File: config.mk
export PLATFORM = sky130hd
export DESIGN_NAME = pipeline_hazard_ctrl
export DESIGN_NICKNAME = d
export VERILOG_FILES = /design/src/rtl/pipeline_hazard_ctrl.sv
export SDC_FILE = /design/constraint.sdc
export NUM_CORES = 1
export LEC_CHECK = 0
export CAP_MARGIN = 20
export CORE_UTILIZATION = 49
export DETAILED_ROUTE_END_ITERATION = 12
export HOLD_SLACK_MARGIN = 0.03
export PLACE_DENSITY = 0.8
export SETUP_SLACK_MARGIN = 0.4
export SLEW_MARGIN = 20
export SYNTH_ARGS = -nofsm -noshare
export SYNTH_HDL_FRONTEND = slang
export SYNTH_SLANG_ARGS = --single-unit
File: constraint.sdc
create_clock -name clk -period 2.7 [get_ports clk]
set_input_delay 0.27 -clock clk [delete_from_list [all_inputs] [get_ports clk]]
set_output_delay 0.27 -clock clk [all_outputs]
set_load 0.005 [all_outputs]
File: src/rtl/pipeline_hazard_ctrl.sv
// -----------------------------------------------------------------------------
// pipeline_hazard_ctrl
//
// Central hazard and sequencing controller for the five-stage pipeline.
// Combines three hazard sources and drives the pipeline-register controls:
//   - multi-cycle data-memory wait (freeze the whole pipe)
//   - taken branch resolved in MEM (redirect PC, flush IF/ID, ID/EX, EX/MEM)
//   - load-use between the load in EX and its consumer in ID (one bubble)
// Priority while running: memory wait > branch flush > load-use.
// A memory wait that lasts TIMEOUT cycles parks the FSM in ERROR (frozen pipe,
// sticky mem_error) until reset.
//
// Handshake: the MEM-stage access is a request (mem_re | mem_we) that is
// complete in any cycle where dmem_ready is high; there is no separate valid
// phase, so every cycle with a request and no ready is a wait cycle.
//
// Ports
//   clk, reset (async, active-low)
//   id_rs1, id_rs2, id_uses_rs1, id_uses_rs2   ID-stage source operands
//   ex_rd, ex_mem_re, ex_reg_file_write        ID/EX destination / load info
//   mem_re, mem_we, mem_branch_taken           EX/MEM control outputs
//   dmem_ready                                 data memory completes access
//   cnt_clr                                    synchronous counter clear
//   pc_write, pc_sel_branch                    PC controls
//   if_id_write, if_id_flush                   IF/ID controls
//   id_ex_hold, id_ex_flush                    ID/EX controls
//   ex_mem_hold, ex_mem_flush                  EX/MEM controls
//   mem_wb_bubble                              MEM/WB bubble insert
//   mem_error                                  sticky memory-timeout error
//   stall_cnt, flush_cnt                       saturating perf counters
//   dbg_state                                  current FSM state (debug)
// -----------------------------------------------------------------------------
module pipeline_hazard_ctrl #(
  parameter int TIMEOUT = 255,
  parameter int WAIT_W  = 8,
  parameter int CNT_W   = 16
) (
  input  logic             clk,
  input  logic             reset,
  input  logic [4:0]       id_rs1,
  input  logic [4:0]       id_rs2,
  input  logic             id_uses_rs1,
  input  logic             id_uses_rs2,
  input  logic [4:0]       ex_rd,
  input  logic             ex_mem_re,
  input  logic             ex_reg_file_write,
  input  logic             mem_re,
  input  logic             mem_we,
  input  logic             mem_branch_taken,
  input  logic             dmem_ready,
  input  logic             cnt_clr,
  output logic             pc_write,
  output logic             pc_sel_branch,
  output logic             if_id_write,
  output logic             if_id_flush,
  output logic             id_ex_hold,
  output logic             id_ex_flush,
  output logic             ex_mem_hold,
  output logic             ex_mem_flush,
  output logic             mem_wb_bubble,
  output logic             mem_error,
  output logic [CNT_W-1:0] stall_cnt,
  output logic [CNT_W-1:0] flush_cnt,
  output logic [1:0]       dbg_state
);

  typedef enum logic [1:0] {
    ST_RUN      = 2'd0,
    ST_MEM_WAIT = 2'd1,
    ST_ERROR    = 2'd2
  } state_e;

  localparam logic [WAIT_W:0] TIMEOUT_V = (WAIT_W+1)'(TIMEOUT);

  state_e            state_q, state_d;
  logic [WAIT_W-1:0] wait_cnt_q, wait_cnt_d;
  logic              mem_error_q;
  logic [CNT_W-1:0]  stall_cnt_q;
  logic [CNT_W-1:0]  flush_cnt_q;

  logic              mem_req;
  logic              mem_wait;
  logic              load_use;
  logic [WAIT_W:0]   wait_cycles;
  logic              err_set;
  logic              flush_evt;
  logic              stall_inc;

  assign mem_req  = mem_re | mem_we;
  assign mem_wait = mem_req & ~dmem_ready;
  assign load_use = ex_mem_re & ex_reg_file_write & (ex_rd != 5'd0) &
                    ((id_uses_rs1 & (id_rs1 == ex_rd)) |
                     (id_uses_rs2 & (id_rs2 == ex_rd)));

  // Number of wait cycles including the current one: the first wait cycle is
  // seen in RUN, later ones in MEM_WAIT. The T-th consecutive wait cycle ends
  // in ERROR, so mem_error is visible from cycle T+1.
  assign wait_cycles = (state_q == ST_MEM_WAIT) ? ({1'b0, wait_cnt_q} + 1'b1)
                                                : {{WAIT_W{1'b0}}, 1'b1};

  always_comb begin
    state_d       = state_q;
    wait_cnt_d    = wait_cnt_q;
    err_set       = 1'b0;
    flush_evt     = 1'b0;
    pc_write      = 1'b0;
    pc_sel_branch = 1'b0;
    if_id_write   = 1'b0;
    if_id_flush   = 1'b0;
    id_ex_hold    = 1'b0;
    id_ex_flush   = 1'b0;
    ex_mem_hold   = 1'b0;
    ex_mem_flush  = 1'b0;
    mem_wb_bubble = 1'b0;

    case (state_q)
      ST_ERROR: begin
        // Frozen pipe regardless of inputs; only reset leaves ERROR.
        id_ex_hold    = 1'b1;
        ex_mem_hold   = 1'b1;
        mem_wb_bubble = 1'b1;
      end
      default: begin
        if (mem_wait) begin
          id_ex_hold    = 1'b1;
          ex_mem_hold   = 1'b1;
          mem_wb_bubble = 1'b1;
          if (wait_cycles == TIMEOUT_V) begin
            state_d = ST_ERROR;
            err_set = 1'b1;
          end else begin
            state_d    = ST_MEM_WAIT;
            wait_cnt_d = wait_cycles[WAIT_W-1:0];
          end
        end else begin
          // Access done (or none): release into normal hazard handling.
          state_d    = ST_RUN;
          wait_cnt_d = '0;
          if (mem_branch_taken) begin
            // Any load-use in ID/EX is on the wrong path and is discarded.
            flush_evt     = 1'b1;
            pc_write      = 1'b1;
            pc_sel_branch = 1'b1;
            if_id_write   = 1'b1;
            if_id_flush   = 1'b1;
            id_ex_flush   = 1'b1;
            ex_mem_flush  = 1'b1;
          end else if (load_use) begin
            id_ex_flush = 1'b1;
          end else begin
            pc_write    = 1'b1;
            if_id_write = 1'b1;
          end
        end
      end
    endcase

    // Hold every control low while reset is asserted.
    if (!reset) begin
      pc_write      = 1'b0;
      pc_sel_branch = 1'b0;
      if_id_write   = 1'b0;
      if_id_flush   = 1'b0;
      id_ex_hold    = 1'b0;
      id_ex_flush   = 1'b0;
      ex_mem_hold   = 1'b0;
      ex_mem_flush  = 1'b0;
      mem_wb_bubble = 1'b0;
    end
  end

  assign stall_inc = (state_q != ST_ERROR) & ~pc_write;

  always_ff @(posedge clk or negedge reset) begin
    if (!reset) begin
      state_q     <= ST_RUN;
      wait_cnt_q  <= '0;
      mem_error_q <= 1'b0;
      stall_cnt_q <= '0;
      flush_cnt_q <= '0;
    end else begin
      state_q    <= state_d;
      wait_cnt_q <= wait_cnt_d;
      if (err_set) begin
        mem_error_q <= 1'b1;
      end
      if (cnt_clr) begin
        stall_cnt_q <= '0;
        flush_cnt_q <= '0;
      end else begin
        if (stall_inc && (stall_cnt_q != {CNT_W{1'b1}})) begin
          stall_cnt_q <= stall_cnt_q + 1'b1;
        end
        if (flush_evt && (flush_cnt_q != {CNT_W{1'b1}})) begin
          flush_cnt_q <= flush_cnt_q + 1'b1;
        end
      end
    end
  end

  assign mem_error = mem_error_q;
  assign stall_cnt = stall_cnt_q;
  assign flush_cnt = flush_cnt_q;
  assign dbg_state = state_q;

endmodule

======== After elaboration in Yosys (flattened, before gate mapping) ========
Index checks and enable logic that the tools add are counted.
Widths: inputs -> output; s select.
storage, ports and cells
  flip-flop bits (word level) ............. 43
  bits of input ports ..................... 26
cells by class
  add/subtract/negate cells ............... 3
  equal/unequal tests ..................... 9
  muxes and demuxes ....................... 29
  bitwise logic cells ..................... 12
  reduce and logical (&&, ||, !) cells .... 6
operator list
  cell                   number
  $mux 16                4
  $add 16x1->16 const B  2
  $ne 16x16->1 const B   2
  $mux 1                 20
  $mux 8                 2
  $eq 5x5->1             2
  $add 8x1->9 const B    1
  $eq 9x8->1 const B     1
  $mux 9                 1
  $and 1x1->1            7
  $reduce_bool 5->1      1
  $mux 2                 2
  $ne 2x2->1 const B     2
  $reduce_bool 2->1      2
  $not 1->1              3
  $eq 2x1->1 const B     1
  $eq 2x2->1 const B     1
  $logic_and 1x1->1      2
  $or 1x1->1             2
  $reduce_and 2->1       1

======== Longest topological paths before layout ========
Gate-level depths: netlist of run 1.
  depth after elaboration ................. 14
  gate-level depth with buffers ........... 9
  gate-level depth less buffers ........... 8

======== Worst setup path after synthesis of run 1 ========
OpenSTA, ideal clock, no wires.
  kind .................................... register to register
  start point ............................. register stall_cnt_q[0] (netlist: stall_cnt[0])
  end point ............................... register stall_cnt_q[7] (netlist: stall_cnt[7])
  library setup time ...................... 125 ps
  data arrival time ....................... 1884 ps
  data required time ...................... 2575 ps
  slack ................................... 691 ps
  cell stages (with the launch flop) ...... 9
  path buffers ............................ 2
  cells stage by stage .................... dfrtp_1 > ha_1 > and2_1 > clkbuf_1 > nand2_1 > o21ai_2 > buf_2 > nor4_1 > mux2_2
between the ends
  word-level cells in the longest chain between the ends .. 3
RTL lines
  what                                           RTL line  source
  start: declaration                             78        logic [CNT_W-1:0] stall_cnt_q;
  start signal: assignment                       192       stall_cnt_q <= stall_cnt_q + 1'b1;
  $add 16x1->16 or $ne 16x16->1 (tied branches)  192, 191
  $mux 16 or $logic_and 1x1->1 (tied branches)   191       if (stall_inc && (stall_cnt_q != {CNT_W{1'b1}})) begin
  $mux 16 or $reduce_bool 2->1 (tied branches)   --
Parallel ways exist; a longest one is shown, timed or not. The select of a mux whose other input is x is not followed.
A chain may end at the register's enable or synchronous reset.

======== Worst setup path in the final report of run 1 ========
  start point ............................. input port ex_rd[0]
  end point ............................... output port pc_write
between the ends
  word-level cells in the longest chain between the ends .. 9
RTL lines
  what                            RTL line  source
  start: declaration              44        input logic [4:0] ex_rd,
  $eq 5x5->1 (on tied branches)   92, 93
  $and 1x1->1 (on tied branches)  92, 93
  $or 1x1->1                      92        ((id_uses_rs1 & (id_rs1 == ex_rd)) |
  $and 1x1->1 (*)                 91        assign load_use = ex_mem_re & ex_reg_file_write & (ex_rd != 5'd0) &
  $mux 1 (*)                      148       end else if (load_use) begin
  $mux 1 (*)                      139       if (mem_branch_taken) begin
  $mux 1 (*)                      124       if (mem_wait) begin
  $mux 1 (*)                      116       case (state_q)
  $mux 1 (*)                      159       if (!reset) begin
  end: declaration                52        output logic pc_write,
Mark *: on every way between the ends. The rest lies on a longest branch, timed or not.

==> results of run 1 <==
cell usage in the layout, fill, tap and decap left out, drive strengths merged, types with 2 or more instances in the layout:
master | synthesis | layout
clkdlybuf4s50 | 0 | 64
dfrtp | 43 | 43
nor2 | 30 | 30
nand2 | 23 | 23
xnor2 | 17 | 17
a21oi | 15 | 15
buf | 10 | 14
nand4 | 12 | 12
nand3 | 12 | 12
o31ai | 11 | 11
or4 | 11 | 11
o21ai | 11 | 11
nor3 | 10 | 10
inv | 9 | 9
xor2 | 7 | 7
clkbuf | 6 | 7
nor4 | 7 | 7
nor2b | 6 | 6
or3 | 5 | 5
and3 | 5 | 5
o2bb2ai | 4 | 4
mux2 | 4 | 4
and4 | 3 | 3
ha | 3 | 3
o311a | 2 | 2
o21a | 2 | 2
and2b | 2 | 2
a21o | 2 | 2
per-stage QoR:
| stage | instance area [sq um] | hold slack (ns) |
|---|---|---|
| floorplan | 2630 | -0.0256 |
| global placement | 3370 | 0.405 |
| detailed placement | 3370 | 0.399 |
| CTS | 3470 | 0.0732 |
| global route | 3530 | 0.126 |
| finish | 3530 | 0.0713 |
logic make-up after synthesis:
group | count (synthesis) | synth area share [%]
buffers and inverters | 25 | 5.28
AOI/OAI and AO/OA | 57 | 15.4
muxes | 5 | 2.09
and+or+nand+nor | 131 | 26.9
DFF | 43 | 40.9
adders and majority gates | 3 | 1.43
xor gates and xnor gates | 24 | 7.99
worst max-delay path: stages:
cell and delay, ns:
clkdlybuf4s50_1 0.42, or3_1 0.39, o311a_1 0.31, buf_4 0.15, a31oi_4 0.28, buf_2 0.18
layer usage:
layer | vias to the layer above | wire length [microns]
met2 | 89 | 3080
met1 | 1182 | 2870
li1 | 1197 | -
met3 | 7 | 440
met5 | - | 0
met4 | 0 | 79
repair_timing:
| item | CTS | global route |
|---|---|---|
| endpoints found under the hold margin | 0 | 0 |
| pin swaps | 2 | 3 |
| setup endpoints to repair | 9 | 20 |
| buffers inserted | 2 | 1 |
| resized for setup | 4 | 18 |
where the power goes:
part	internal (mW)	total, mW	switching [mW]
Sequential	0.652	0.665	0.0127
Combinational	0.0920	0.173	0.0815
Clock	0.181	0.403	0.222
state kept, by name, indices dropped and copies added (netlist names):
name,count
stall_cnt,16
mem_error,1
flush_cnt,16
dbg_state,2
wait_cnt_q,8
final cells by class:
class	count	area, sq um	share of cell area [%]
timing repair buffer	81	771	21.9
sequential	43	1080	30.6
multi-input combinational	220	1470	41.7
inverter	9	33.8	0.958
clock buffer	6	72.6	2.06
tap	70	87.6	2.48
clock inverter	2	12.5	0.355
cell usage after synthesis, types with 2 or more instances:
cell and instances:
or3_1 5, nand4_1 12, nand3_1 12, nor2b_1 6, mux2_2 4, clkbuf_1 5, inv_1 9, a21o_1 2
a21oi_1 15, or4_1 10, nor2_1 30, buf_6 3, ha_1 3, buf_4 5, o21ai_0 9, buf_2 2
and3_1 5, o21a_1 2, nand2_1 23, nor3_1 9, and2b_1 2, nor4_1 6, xor2_1 7, dfrtp_1 43
o311a_1 2, o2bb2ai_1 4, o31ai_1 11, xnor2_1 17, and4_1 3
final timing paths:
kind	to	slack, ns	cells past startpoint
setup / recovery	pc_write	0.43	6
hold / removal	flush_cnt[12]	0.07	2
setup reg to reg	stall_cnt[15]	0.51	7
hold reg to reg	mem_error	0.47	1
max in group asynchronous	wait_cnt_q[0]	2.24	2
min in group clk	mem_error	0.47	1
==> flow_metrics.py, run 1 <==
metrics = {
    "floorplan": {
        "die_h_microns": 75.3,
        "die-area_sq_um": 5670,
        "coreArea_sq_um": 5140,
        "ioPinCount": 70,
        "rows": 26,
        "die_x_microns": 75.3,
        "initial_core_util_pct": 51.2,
    },
    "pwr": {
        "ir_drop_uv": 211,
        "total_power_mw": 1.24,
        "leakagePower_nw": 1.36,
        "p_per_area_nw_per_um2": 352,
    },
    "run": {
        "cap_violations": 0,
    },
    "clocking": {
        "htree_num_levels": 2,
        "numCtsBuffers": 5,
        "cts.path.max_buffers": 2,
        "cts_hold_buf": 0,
        "cts.sinks": 43,
        "cts-root-buf": "clkbuf_8",
        "clk_latency_ns": 0.30,
        "cts_tree": "yes",
        "clk_pin_slew_worst_paths_ns": 0.08,
    },
    "logic_synthesis": {
        "synth-async-reset-ratio_pct": 100,
        "seq_area_frac_synth_pct": 40.9,
        "ys.flop_type": "dfrtp_1",
        "synth_top_area_share_pct": 40.9,
        "yosys_warnings": 0,
        "synth_edf_count": 0,
        "synth_area_leaders": "dfrtp_1, xnor2_1, nor2_1",
        "synth.distinct_cells": 51,
        "synth_nets": 317,
        "ys_ff_latch": 43,
        "avgSynthCellArea_sq_um": 9.14,
        "syn-cell-area_sq_um": 2630,
        "yosysTopAreaCell": "dfrtp_1",
        "syn_inst": 288,
    },
    "placement": {
        "dp_slack_ns": 0.0132,
        "dp_cells": 420,
        "finalWeightedCongestion": 0.859,
        "dp_hpwl_microns": 4800,
        "numPortBuffers": 69,
    },
    "global_route": {
        "grtUsageMet3_pct": 5.62,
        "grt_overflow": 0,
        "grt_pass1_wl_microns": 10600,
        "busiest_layer": "met2",
        "grt_usage_pct": 24.7,
        "grtUsageMet2_pct": 40.9,
        "antenna_found_initial": 0,
        "grt_use_met1_pct": 32.3,
        "grt_start_max_net_pins": 44,
        "grt_pass1_vias": 2253,
    },
    "timing": {
        "period_minus_slack_ns": 2.27,
        "clock.fmax_ghz": 0.440,
        "skew_ns": 0.00744,
        "hold_viol": 0,
        "setup-tns-final_ns": 0,
        "rsz0062_at_grt": "false",
        "worst_slack_ns": 0.427,
        "drv_slew": 0,
        "setup_violations": 0,
        "period_share_pct": 84.2,
        "worst_slew_pin_slew_ns": 0.693,
        "relSlewSlack_pct": 53.7,
    },
    "worst_setup_path": {
        "crit_start": "ex_rd[0]",
        "end_kind": "output pin",
        "cp.required_ns": 2.43,
        "critPathKind": "in -> out",
        "reg2reg_from": "stall_cnt[0]",
        "crit_path_start_kind": "primary input",
        "crit_fanout": 5,
        "cp.arrival_ns": 2.00,
    },
    "run_status": {
        "status": "completed",
    },
    "final_layout": {
        "area_growth_pct": 34.0,
        "post-route-util_pct": 68.6,
        "final_nets": 389,
        "diodes": 0,
        "layout-drive-gt1-share_pct": 11.6,
        "n_fill_cell": 432,
        "final_cells": 431,
    },
    "route": {
        "vias_per_cell": 5.74,
        "firstDrtPassIters": 4,
        "drc_errors": 0,
        "vias": 2475,
        "first_iter_violations": 166,
        "post_drt_wl_per_cell_microns": 15.0,
        "ant_nets": 0,
        "wirelength_microns": 6470,
    },
    "hold_path": {
        "min_path_type": "in -> async",
    },
}
Power figures use the tool's default switching activity.
==> run 2: changes to the inputs <==
--- a/config.mk
+++ b/config.mk
@@ -6,10 +6,10 @@
 export NUM_CORES = 1
 export LEC_CHECK = 0
 export CAP_MARGIN = 20
-export CORE_UTILIZATION = 49
+export CORE_UTILIZATION = 44
 export DETAILED_ROUTE_END_ITERATION = 12
 export HOLD_SLACK_MARGIN = 0.03
-export PLACE_DENSITY = 0.8
+export PLACE_DENSITY = 0.76
 export SETUP_SLACK_MARGIN = 0.4
 export SLEW_MARGIN = 20
 export SYNTH_ARGS = -nofsm -noshare
==> constraint.sdc (replaced) <==
create_clock -name clk -period 2.05 [get_ports clk]
set_input_delay 0.205 -clock clk [delete_from_list [all_inputs] [get_ports clk]]
set_output_delay 0.205 -clock clk [all_outputs]
set_load 0.005 [all_outputs]
==> run 2 against run 1 <==
Against the previous run: global-route usage up 4.8 points; clock power up 80%; sequential power up 31%; clock-buffer cell count unchanged; combinational power rose by 110%; utilization rose by 15 points; die area up 11%; routed wire length rose by 73%; design area increased by 34%; setup slack lost 0.35 ns; critical endpoint is now stall_cnt[6].
==> flow_metrics.py, run 2 (synthesized netlist as in run 1, its figures left out) <==
metrics = {
    "timing": {
        "period_minus_slack_ns": 1.98,
        "hold_viol": 0,
        "relSlewSlack_pct": 59.1,
        "timing.hold.ws_ns": 0.0815,
        "worst_slew_pin_slew_ns": 0.612,
        "drv_slew": 0,
        "skew_ns": 0.0124,
        "setup-tns-final_ns": 0,
        "setup_violations": 0,
        "clock.fmax_ghz": 0.506,
        "period_share_pct": 96.4,
        "rsz0062_at_grt": "true",
    },
    "clocking": {
        "cts.path.max_buffers": 2,
        "clk_latency_ns": 0.32,
        "cts_tree": "yes",
        "clk_pin_slew_worst_paths_ns": 0.10,
        "cts-root-buf": "clkbuf_8",
        "cts.sinks": 43,
        "numCtsBuffers": 5,
        "htree_num_levels": 2,
    },
    "worst_setup_path": {
        "cpMaxStageDelayCell": "or4_4",
        "crit_path_start_kind": "flop",
        "crit_family": "simple AND/OR/NAND/NOR gates",
        "crit_chain": "ha_2, and2_4, nand2_4, o21ai_4, buf_12, buf_8, or4_4, a21oi_2",
        "cp.arrival_ns": 2.22,
        "cp.buffers_inverters": 2,
        "cp.required_ns": 2.29,
        "end_kind": "flop",
        "r2r_setup_slack_ns": 0.07,
        "crit_fanout": 10,
        "reg2regPathDepth": 8,
        "reg2reg_from": "stall_cnt[0]",
        "critPathKind": "reg -> reg",
        "regToRegEndpoint": "stall_cnt[6]",
        "slowest_delay_ns": 0.47,
    },
    "hold_path": {
        "min_path_type": "in -> async",
    },
    "global_route": {
        "grt_usage_pct": 29.6,
        "grt_overflow": 0,
        "grt_pass1_wl_microns": 14300,
        "grt_pass1_vias": 2989,
        "grt_start_max_net_pins": 42,
        "antenna_found_initial": 0,
    },
    "final_layout": {
        "multi_input_area_sq_um": 1860,
        "final_common_cell": "buf_4",
        "layout-drive-gt1-share_pct": 45.7,
        "n_fill_cell": 279,
        "area_growth_pct": 79.6,
        "final_cells": 518,
        "final_area_sq_um": 4720,
        "seqCellArea_sq_um": 1080,
        "layout_common_cells": "buf_4, clkdlybuf4s50_1, dfrtp_1, nor2_1, nand2_1",
        "final_nets": 474,
        "diodes": 0,
    },
    "placement": {
        "finalWeightedCongestion": 0.776,
        "dp_cells": 435,
        "dp_hpwl_microns": 5060,
        "place_area_sq_um": 3560,
        "numPortBuffers": 69,
    },
    "route": {
        "firstDrtPassIters": 5,
        "post_drt_wl_per_cell_microns": 21.6,
        "vias": 3250,
        "ant_nets": 0,
        "vias_per_cell": 6.27,
        "wirelength_microns": 11200,
        "drc_errors": 0,
        "first_iter_violations": 322,
    },
    "floorplan": {
        "ioPinCount": 70,
        "initial_core_util_pct": 46.6,
        "rows": 27,
        "die_x_microns": 79.3,
        "die-area_sq_um": 6290,
        "coreArea_sq_um": 5640,
        "die_h_microns": 79.3,
    },
    "pwr": {
        "ir_drop_uv": 468,
        "p_per_area_nw_per_um2": 416,
        "leakagePower_nw": 2.05,
    },
    "run": {
        "cap_violations": 0,
    },
    "run_status": {
        "status": "completed",
    },
}
run 2: changes by cell type in the layout (fill, tap and decap cells not counted), moves of 5 or more:
| cell | before | now |
|---|---|---|
| a21oi_1 | 15 | 5 |
| a21oi_2 | 0 | 10 |
| buf_4 | 11 | 74 |
| buf_6 | 1 | 16 |
| clkdlybuf4s50_1 | 64 | 39 |
| dfrtp_1 | 42 | 37 |
| dfrtp_2 | 1 | 6 |
| dlygate4sd2_1 | 1 | 12 |
| nor3_1 | 9 | 4 |
| o21ai_0 | 9 | 4 |
| or4_1 | 10 | 2 |
| or4_4 | 1 | 9 |
run 2: per-stage QoR:
step	util (%)	setup WS (ns)	power [mW]
floorplan	-	0.171	0.998
global placement	63.1	-0.398	1.13
detailed placement	63.1	-0.432	1.13
CTS	76.5	0.157	1.88
global route	83.7	-0.0206	2.01
finish	83.7	0.0731	1.96
run 2: power breakdown:
group | total, mW | switching, mW | internal, mW | leakage [nW]
logic | 0.368 | 0.179 | 0.189 | 1.41
registers | 0.871 | 0.0128 | 0.859 | 0.586
clock network | 0.726 | 0.331 | 0.395 | 0.0612
total | 1.96 | 0.522 | 1.44 | 2.05
run 2: timing repair:
action | 4_1_cts | 5_1_grt
hold endpoints to repair | 2 | 0
pin swaps | 55 | 47
gates cloned | 3 | 1
endpoints found under the setup margin | 50 | 48
hold buffers | 1 | 0
buffers inserted | 43 | 27
resized for setup | 121 | 58
run 2: final cells by class:
| cell class | instances | area share (%) |
|---|---|---|
| inverters | 9 | 0.768 |
| multi-input cells | 220 | 39.3 |
| flip-flops and latches | 43 | 22.9 |
| repair buffers | 166 | 32.6 |
| clock buffers | 6 | 1.75 |
| clock inverters | 2 | 0.742 |
| well taps | 72 | 1.91 |
run 2: how the worst max path moves through the flow:
| stage | to | slack [ns] | startpoint | depth (start not counted) |
|---|---|---|---|---|
| after floorplan | stall_cnt[7] | 0.17 | stall_cnt[1] | 8 |
| after detailed placement | stall_cnt[15] | -0.43 | ex_rd[1] | 8 |
| final | stall_cnt[6] | 0.07 | stall_cnt[0] | 8 |
| after global placement | stall_cnt[15] | -0.40 | ex_rd[1] | 7 |
| after global routing | stall_cnt[14] | -0.02 | stall_cnt[5] | 6 |
| after CTS | stall_cnt[6] | 0.16 | stall_cnt[7] | 9 |
run 2: layer usage:
metal | vias to the layer above | GRT usage, % | routed length, microns
li1 | 1366 | - | -
met1 | 1548 | 34.7 | 4180
met2 | 251 | 53.6 | 5450
met3 | 85 | 3.68 | 795
met4 | 0 | 12.7 | 771
met5 | - | 0 | 0
==> run 3: changes to the inputs <==
--- a/config.mk
+++ b/config.mk
@@ -5,11 +5,12 @@
 export SDC_FILE = /design/constraint.sdc
 export NUM_CORES = 1
 export LEC_CHECK = 0
-export CAP_MARGIN = 20
+export CAP_MARGIN = 40
 export CORE_UTILIZATION = 44
 export DETAILED_ROUTE_END_ITERATION = 12
 export HOLD_SLACK_MARGIN = 0.03
 export PLACE_DENSITY = 0.76
+export RECOVER_POWER = 50
 export SETUP_SLACK_MARGIN = 0.4
 export SLEW_MARGIN = 20
 export SYNTH_ARGS = -nofsm -noshare
==> run 3 against run 2 <==
Against the previous run: power shrank 0.21%; design area shrank 0.21%; global-route usage is the same; die area is the same; final cell count is the same.
==> flow_metrics.py, run 3 (synthesized netlist as in run 1, its figures left out) <==
metrics = {
    "run_status": {
        "status": "completed",
    },
    "worst_setup_path": {
        "reg2regPathDepth": 8,
        "slowest_delay_ns": 0.43,
        "critPathKind": "reg -> reg",
        "end_kind": "flop",
        "crit_path_start_kind": "flop",
        "cp.arrival_ns": 2.21,
        "cp.buffers_inverters": 2,
        "cp.required_ns": 2.27,
        "crit_fanout": 8,
        "crit_cells": 8,
        "cpMaxStageDelayCell": "or4_4",
        "crit_family": "simple AND/OR/NAND/NOR gates",
        "crit_chain": "ha_2, and2_4, nand2_4, o21ai_4, buf_12, buf_8, or4_4, a21oi_2",
    },
    "placement": {
        "finalWeightedCongestion": 0.776,
        "numPortBuffers": 69,
        "place_area_sq_um": 3560,
        "dp_hpwl_microns": 5060,
    },
    "route": {
        "wirelength_microns": 11200,
        "drc_errors": 0,
        "post_drt_wl_per_cell_microns": 21.6,
        "first_iter_violations": 367,
        "ant_nets": 0,
        "firstDrtPassIters": 5,
        "vias": 3247,
        "vias_per_cell": 6.27,
    },
    "floorplan": {
        "rows": 27,
        "die_x_microns": 79.3,
        "die_h_microns": 79.3,
        "initial_core_util_pct": 46.6,
        "coreArea_sq_um": 5640,
        "ioPinCount": 70,
        "die-area_sq_um": 6290,
    },
    "clocking": {
        "cts.path.max_buffers": 2,
        "clk_latency_ns": 0.32,
        "cts-root-buf": "clkbuf_8",
        "clk_pin_slew_worst_paths_ns": 0.09,
        "cts.sinks": 43,
        "numCtsBuffers": 5,
        "htree_num_levels": 2,
        "cts_tree": "yes",
    },
    "pwr": {
        "leakagePower_nw": 2.11,
        "p_per_area_nw_per_um2": 416,
        "ir_drop_uv": 468,
    },
    "timing": {
        "hold_viol": 0,
        "clock.fmax_ghz": 0.504,
        "worst_slew_pin_slew_ns": 1.06,
        "relSlewSlack_pct": 29.6,
        "skew_ns": 0.0103,
        "drv_slew": 0,
        "setup_violations": 0,
        "period_share_pct": 96.8,
        "period_minus_slack_ns": 1.98,
        "timing.hold.ws_ns": 0.443,
        "rsz0062_at_grt": "true",
    },
    "final_layout": {
        "final_area_sq_um": 4710,
        "diodes": 0,
        "final_nets": 474,
        "final_common_cell": "buf_4",
        "layout-drive-gt1-share_pct": 44.8,
        "layout_common_cells": "buf_4, dfrtp_1, nor2_1, clkdlybuf4s50_1, dlygate4sd3_1",
        "area_growth_pct": 79.2,
    },
    "hold_path": {
        "min_path_type": "in -> async",
    },
    "run": {
        "cap_violations": 0,
    },
    "global_route": {
        "antenna_found_initial": 0,
        "grt_start_max_net_pins": 42,
        "grt_pass1_wl_microns": 14300,
        "grt_overflow": 0,
        "grt_usage_pct": 29.6,
        "grt_pass1_vias": 2989,
    },
}
## run 3: cell types whose count changed in the layout (fill, tap and decap cells not counted)
cell             previous run  this run
dfrtp_2                     6         4
buf_4                      74        72
clkdlybuf4s50_1            39        21
clkbuf_2                    5         6
buf_2                       6         5
dfrtp_1                    37        39
dlygate4sd3_1               1        19
clkbuf_1                    0         2
## run 3: timing repair
item | in CTS | in global routing
endpoints found under the setup margin | 50 | 48
hold buffers | 1 | 0
gates resized for setup | 121 | 58
cloned | 3 | 1
buffers inserted | 43 | 27
hold endpoints to repair | 2 | 0
pin swaps | 55 | 47
## run 3: final timing paths
check	from	slack, ns	endpoint
min in group clk	mem_error	0.54	mem_error
worst max register to register	stall_cnt[0]	0.07	stall_cnt[14]
worst min register to register	mem_error	0.54	mem_error
worst max-delay path	stall_cnt[0]	0.07	stall_cnt[14]
max in group asynchronous	reset	0.88	wait_cnt_q[3]
worst min-delay path	reset	0.44	stall_cnt[5]
## run 3: final cells by class
| class | count | area [sq um] |
|---|---|---|
| fillers | 284 | 927 |
| clock buffers | 6 | 82.6 |
| multi-input cells | 220 | 1860 |
| clock inverters | 2 | 35.0 |
| well taps | 72 | 90.1 |
| inverters | 9 | 36.3 |
| repair buffers | 166 | 1530 |
| flip-flops and latches | 43 | 1080 |
## run 3: routing by layer
layer	global-route usage (%)	part of all wire [%]	vias up
met4	12.7	6.6	0
met1	34.7	37	1534
met2	53.6	49	264
met5	0	0	-
met3	3.68	7.9	87
li1	-	-	1362
## run 3: power by group
part           total [mW]  leakage, nW  switching (mW)  internal, mW
clock network       0.724       0.0612           0.329         0.395
logic               0.365         1.46           0.178         0.187
registers           0.872        0.589          0.0130         0.859
## run 3: stage by stage
step	setup TNS (ns)	util, %	std cells	setup WS, ns	power (mW)
after detailed placement	-7.50	63.1	435	-0.432	1.13
after global routing	-0.0211	83.6	518	-0.0211	2.01
after CTS	0	76.5	490	0.157	1.88
final	0	83.6	518	0.0656	1.96
after floorplan	0	-	288	0.171	0.998
after global placement	-6.85	63.1	435	-0.398	1.13
